File: src/rtl/trit_stream_decoder.sv
// Serial MSB-first 2-bit trit stream to unsigned binary word converter.
// Optional illegal-code counter on err_cnt when TRIT_ERR_CNT_EN is defined.
module trit_stream_decoder #(
  parameter int N_TRITS = 6,
  parameter int BIN_W   = 10
) (
  input  logic             clk,
  input  logic             rst_n,
  input  logic             flush,
  input  logic [1:0]       trit_in,
  input  logic             trit_valid,
  output logic             trit_ready,
  output logic [BIN_W-1:0] bin_out,
  output logic             bin_valid,
  input  logic             bin_ready,
  output logic             word_err,
  output logic [7:0]       err_cnt
);

  localparam int CW = (N_TRITS > 1) ? $clog2(N_TRITS) : 1;
  localparam logic [CW-1:0] LAST = CW'(N_TRITS - 1);

  typedef enum logic {
    COLLECT = 1'b0,
    HOLD    = 1'b1
  } state_t;

  state_t           state;
  logic [BIN_W-1:0] acc;
  logic [CW-1:0]    cnt;
  logic             flag;

  logic             bad;
  logic [1:0]       digit;
  logic [BIN_W-1:0] acc_nx;
  logic             flag_nx;
  logic             xfer;

  assign trit_ready = (state == COLLECT);
  assign bin_valid  = (state == HOLD);

  assign bad     = (trit_in == 2'b11);
  assign digit   = bad ? 2'd0 : trit_in;
  assign acc_nx  = (acc << 1) + acc + BIN_W'(digit);
  assign flag_nx = flag | bad;
  assign xfer    = trit_valid & trit_ready & ~flush;

  always_ff @(posedge clk or negedge rst_n) begin
    if (!rst_n) begin
      state    <= COLLECT;
      acc      <= '0;
      cnt      <= '0;
      flag     <= 1'b0;
      bin_out  <= '0;
      word_err <= 1'b0;
    end else if (flush) begin
      state <= COLLECT;
      acc   <= '0;
      cnt   <= '0;
      flag  <= 1'b0;
    end else begin
      unique case (state)
        COLLECT: begin
          if (xfer) begin
            if (cnt == LAST) begin
              bin_out  <= acc_nx;
              word_err <= flag_nx;
              state    <= HOLD;
            end else begin
              acc  <= acc_nx;
              cnt  <= cnt + 1'b1;
              flag <= flag_nx;
            end
          end
        end
        HOLD: begin
          if (bin_ready) begin
            state <= COLLECT;
            acc   <= '0;
            cnt   <= '0;
            flag  <= 1'b0;
          end
        end
        default: state <= COLLECT;
      endcase
    end
  end

`ifdef TRIT_ERR_CNT_EN
  always_ff @(posedge clk or negedge rst_n) begin
    if (!rst_n)
      err_cnt <= 8'h00;
    else if (xfer && bad && err_cnt != 8'hFF)
      err_cnt <= err_cnt + 8'h01;
  end
`else
  assign err_cnt = 8'h00;
`endif

endmodule

File: config.mk
export PLATFORM = sky130hd
export DESIGN_NAME = trit_stream_decoder
export DESIGN_NICKNAME = d
export VERILOG_FILES = /design/src/rtl/trit_stream_decoder.sv
export SDC_FILE = /design/constraint.sdc
export NUM_CORES = 1
export LEC_CHECK = 0
export CAP_MARGIN = 20
export CORE_MARGIN = 2
export CORE_UTILIZATION = 52
export CTS_CLUSTER_SIZE = 8
export DETAILED_ROUTE_END_ITERATION = 10
export GPL_TIMING_DRIVEN = 0
export PLACE_DENSITY = 0.79
export SLEW_MARGIN = 40
export SYNTH_ARGS = -nofsm -noshare
export SYNTH_HDL_FRONTEND = slang
export SYNTH_SLANG_ARGS = --single-unit
File: constraint.sdc
create_clock -name clk -period 3.45 [get_ports clk]
set_input_delay 0.345 -clock clk [delete_from_list [all_inputs] [get_ports clk]]
set_output_delay 0.345 -clock clk [all_outputs]
set_load 0.05 [all_outputs]
; ---- Yosys cells after proc, flatten, opt, wreduce, memory -nomap -nowiden
; Cells that the tools add are included.
; W data, S select, Z words.
[classes]
n_eq_ne = 5
n_reduce_logical = 2
addsub = 3
n_mux = 21
bitwise_logic = 5
[ops]
columns = operator, count
row1 = $mux W10, 4
row2 = $pmux W10 S2, 1
row3 = $mux W3, 4
row4 = $add A10 B10 Y10, 1
row5 = $add A10 B2 Y10, 1
row6 = $mux W1, 8
row7 = $ne A3 B3 Y1 const B, 2
row8 = $pmux W3 S2, 1
row9 = $pmux W1 S2, 2
row10 = $reduce_and A4 Y1, 1
row11 = $add A3 B1 Y3 const B, 1
row12 = $eq A3 B3 Y1 const B, 1
row13 = $ne A3 B2 Y1 const B, 1
row14 = $reduce_and A3 Y1, 1
row15 = $and A1 B1 Y1, 2
row16 = $eq A2 B2 Y1 const B, 1
row17 = $mux W2, 1
row18 = $not A1 Y1, 2
row19 = $or A1 B1 Y1, 1
[totals]
ff_bits = 26
inputBits = 7
output_inout_bits = 21
wordCells = 42

; ---- Longest topological paths before layout
[depth]
ltp_word = 7
depth_mapped = 10
mapped_depth_nobuf = 10

; ---- Worst setup path after synthesis
; Ideal clock, no wire load.
[synth_timing]
path_kind = input to register
from = input trit_in[0]
to = register acc[9]
setup_time_ns = 0.082
setup_slack_ns = 0.778
n_path_buf = 0
required_time_ns = 3.368
cell_stages = 10
arrival_time_ns = 2.590
path_cell_list = nand2b_1 fa_1 inv_1 ha_1 fa_1 a211oi_2 o211ai_1 o2bb2ai_1 or2_2 a31oi_1
[synth_via]
elab_chain_len = 7
[synth_rtl]
columns = element, line
row1 = from (decl), 10  ; input logic [1:0] trit_in,
row2 = $eq A2 B2 Y1, 42  ; assign bad = (trit_in == 2'b11);
row3 = $mux W2 *, 43  ; assign digit = bad ? 2'd0 : trit_in;
row4 = $add A10 B2 Y10 *, 44  ; assign acc_nx = (acc << 1) + acc + BIN_W'(digit);
row5 = $mux W10 *, 65  ; if (cnt == LAST) begin
row6 = $mux W10 *, 64  ; if (xfer) begin
row7 = $pmux W10 S2 *, 62  ; unique case (state)
row8 = $mux W10 *, 56  ; end else if (flush) begin
row9 = to (signal assigned), 70  ; acc <= acc_nx;
row10 = to (decl), 29  ; logic [BIN_W-1:0] acc;
; Every way passes the cells marked *; elsewhere a longest branch is shown, timed or not. The select of a mux whose other input is x is not followed.
; A chain may end at the register's enable or synchronous reset.

; ---- Worst setup path in the final report
; Same ends and word-level chain as after synthesis.

==> run summary <==
Setup path
* **kind of cell with the highest combined delay on the critical path** adder cells
* **most used cell along the critical path** sky130_fd_sc_hd__fa_1
* **launching element of the worst setup path** trit_in[0]
* **category of the worst setup path launch point** primary input
* **CP required** 3.73 ns
* **highest cell delay on the worst timing path** 0.49 ns
* **sort of element at the end of the critical path** register
* **Arr. time, crit path** 3.29 ns
* **Worst path slowest cell** sky130_fd_sc_hd__fa_1
* **ordered list of cells on the worst path** clkdlybuf4s50_1, nand2b_1, fa_1, inv_1, ha_1, fa_1, a211oi_2, o211ai_1, o2bb2ai_1, or2_2, a31oi_1
* **reg-to-reg critical path startpoint** acc[0]
* **top fanout value on the critical path** 4
* **combined buffer and inverter count along the critical path** 2
* **crit path kind** in -> reg

Layout
* **post-route cell area** 1910 um^2
* **FILL cells** 257
* **area added between synthesis and finish** 19.8%
* **Final Core Density** 64.0%
* **Antenna Cells** 0
* **most common cell after layout, fill and taps aside** sky130_fd_sc_hd__dfrtp_1
* **Post-layout nets** 202
* **layout cell share with drive strength beyond 1** 18.4%
* **most frequent cells in the layout** sky130_fd_sc_hd__dfrtp_1, sky130_fd_sc_hd__ha_1, sky130_fd_sc_hd__clkdlybuf4s50_1

Placement
* **count of buffers inserted at the top-level ports** 19
* **detailed placer's ending HPWL** 2.52 mm
* **pre-CTS worst setup slack** 0.0704 ns
* **placer's final routability congestion estimate** 0.816
* **total placed instance area** 1840 um^2

Die
* **Die Span X** 59.3 um
* **area enclosed by the die boundary** 3520 um^2
* **core area** 2980 um^2
* **effective utilization at floorplan** 53.4%
* **floorplan row count** 20
* **Die Height** 59.3 um
* **boundary pin count** 28

Flow run
* **number of max-cap violations** 0

Worst hold path
* **startpoint of the lowest-slack hold path** word_err
* **type of the worst min-delay path** reg -> reg

Global routing
* **antenna violations before repair** 0
* **Total Routing Usage GR** 20.1%
* **via count of the first global-routing pass** 1229
* **GR Overflow Total** 0
* **wire length of the first global-routing pass** 5.37 mm
* **largest net degree at the start of global routing** 27

Timing
* **worst-case clock skew** 0.0160 ns
* **count of final max-slew check failures** 0
* **Hold Fails Final Rpt** 0
* **unrepaired setup endpoints after global routing** no
* **minimum period implied by the final worst setup slack** 3.01 ns
* **Peak Freq** 0.332 GHz
* **final period utilization** 87.3%
* **Setup TNS Final** 0 ns
* **final critical-path setup slack** 0.439 ns
* **Slew @ Worst Pin** 0.713 ns
* **number of setup violations in the final report** 0
* **Max-slew headroom** 52.2%

Yosys
* **synthesized netlist cell count** 143
* **total standard cell area after synthesis** 1590 um^2
* **sequential share of the synthesized area** 40.9%
* **number of storage elements in the synthesis netlist** 26
* **number of warning messages in the yosys log** 0
* **post-synth cell types** 34
* **share of the synthesized area in the top cell type** 40.9%
* **leading post-synthesis cells by cell area** sky130_fd_sc_hd__dfrtp_1, sky130_fd_sc_hd__ha_1, sky130_fd_sc_hd__mux2_2, sky130_fd_sc_hd__buf_4, sky130_fd_sc_hd__a22o_1
* **Mean Syn Cell Area** 11.1 um^2
* **library cell with the largest summed area after synthesis** sky130_fd_sc_hd__dfrtp_1

Clock network
* **number of levels in the clock H-tree** 1
* **CTS clock-pin slew for the worst setup and hold paths** 0.15 ns
* **later-pin clock latency in the skew report** 0.34 ns
* **total clock sinks** 26
* **TritonCTS buffer count** 3
* **Setup Fix Bufs, Post-CTS** 0
* **Root Buffer** sky130_fd_sc_hd__clkbuf_4
* **number of buffers on the longest clock path** 2
* **TritonCTS clock tree** done

Route
* **wire length per cell after detailed routing** 15.3 um
* **Via density** 5.71
* **vias post-DR** 1183
* **detailed-route wire length** 3.17 mm
* **number of remaining DRC errors** 0
* **total iterations of the first detailed-routing run** 4
* **Iteration-0 DRC Markers** 29
* **Final ANT Viol Nets** 0

Power and ir drop
* **Leak Pwr** 0.979 nW
* **total power density per cell area** 557 nW/um^2
* **overall power of the completed layout** 1.06 mW
* **IR Drop Worst-Case VDD** 0.484 mV

Run status
* **status** finished clean

-- tightest hold or removal path: stages (launching register included) --
cell and delay (ns):
sky130_fd_sc_hd__dfrtp_1 0.38, sky130_fd_sc_hd__nand2_1 0.05, sky130_fd_sc_hd__o21ai_0 0.06
-- timing repair --
action | CTS | global route
gates resized for setup | 0 | 0
hold endpoints to repair | 15 | 0
hold buffers | 1 | 0
-- flip-flops by register name (all words and copies together), names as in the netlist --
name	flops
bin_valid	1
cnt	3
bin_out	10
word_err	1
acc	10
flag	1
-- cells in the mapped netlist --
master	instances
sky130_fd_sc_hd__nand4_1	1
sky130_fd_sc_hd__o2bb2ai_1	1
sky130_fd_sc_hd__xor2_1	4
sky130_fd_sc_hd__o211ai_1	3
sky130_fd_sc_hd__o21bai_1	1
sky130_fd_sc_hd__buf_4	8
sky130_fd_sc_hd__inv_1	7
sky130_fd_sc_hd__a21oi_1	8
sky130_fd_sc_hd__a31o_2	1
sky130_fd_sc_hd__dfrtp_1	26
sky130_fd_sc_hd__nor2_1	3
sky130_fd_sc_hd__or2_2	1
sky130_fd_sc_hd__a211oi_2	3
sky130_fd_sc_hd__fa_1	2
sky130_fd_sc_hd__nor2b_1	1
sky130_fd_sc_hd__a21o_2	1
sky130_fd_sc_hd__a22o_2	1
sky130_fd_sc_hd__conb_1	1
sky130_fd_sc_hd__nand2b_1	1
sky130_fd_sc_hd__nand2_1	9
sky130_fd_sc_hd__a31oi_1	2
sky130_fd_sc_hd__mux2_2	9
sky130_fd_sc_hd__o21ai_0	8
sky130_fd_sc_hd__buf_2	1
sky130_fd_sc_hd__a22o_1	6
sky130_fd_sc_hd__xnor2_1	5
sky130_fd_sc_hd__a31oi_2	1
sky130_fd_sc_hd__ha_1	18
sky130_fd_sc_hd__nor3_1	2
sky130_fd_sc_hd__a21o_1	4
sky130_fd_sc_hd__o31ai_1	1
sky130_fd_sc_hd__nand3_1	1
sky130_fd_sc_hd__nor3_2	1
sky130_fd_sc_hd__o22ai_1	1
-- metrics by stage --
step / cells / hold WS (ns)
after floorplan: 150 / 0.0494
after global placement: 202 / 0.461
after detailed placement: 202 / 0.376
after CTS: 207 / 0.514
after global routing: 207 / 0.534
final: 207 / 0.510
-- area by class of cell --
| cell class | instances | area, um^2 | share of cell area (%) |
|---|---|---|---|
| multi-input combinational | 108 | 876 | 45.9 |
| sequential | 26 | 651 | 34.1 |
| clock buffer | 3 | 22.5 | 1.18 |
| clock inverter | 1 | 30.0 | 1.57 |
| inverter | 7 | 26.3 | 1.38 |
| buffer | 9 | 65.1 | 3.41 |
| tap | 33 | 41.3 | 2.17 |
| timing repair buffer | 20 | 195 | 10.2 |
-- worst paths after layout --
| path | to | slack (ns) | cells past startpoint |
|---|---|---|---|
| worst min register to register | word_err | 0.51 | 2 |
| worst min-delay path | word_err | 0.51 | 2 |
| min in group asynchronous | bin_out[0] | 0.53 | 2 |
| max in group asynchronous | acc[5] | 2.52 | 2 |
| worst max register to register | acc[9] | 0.56 | 10 |
| worst max-delay path | acc[9] | 0.44 | 11 |
-- report_power, final --
part	switching, mW	leakage, nW	total, mW	internal (mW)
logic	0.277	0.597	0.459	0.182
clock network	0.0931	0.0279	0.211	0.118
registers	0.0373	0.354	0.392	0.355
-- layer usage --
layer | vias to the layer above | track usage, % | share of wire [%] | routed length (um)
met1 | 594 | 23.9 | 43 | 1370
li1 | 566 | - | - | -
met2 | 18 | 35.2 | 52 | 1660
met4 | 0 | 5.84 | 1.2 | 38
met3 | 5 | 5.68 | 3.2 | 101
met5 | - | 0 | 0 | 0
-- cell families after synthesis --
group | share of synthesized area, %
AOI/OAI and AO/OA | 19.2
DFF | 40.9
adders and majority gates | 16.7
and+or+nand+nor | 5.98
buffers and inverters | 5.74
xor gates and xnor gates | 4.95
muxes | 6.37
other | 0.236
Note: power is estimated with default switching activity, not from simulation.
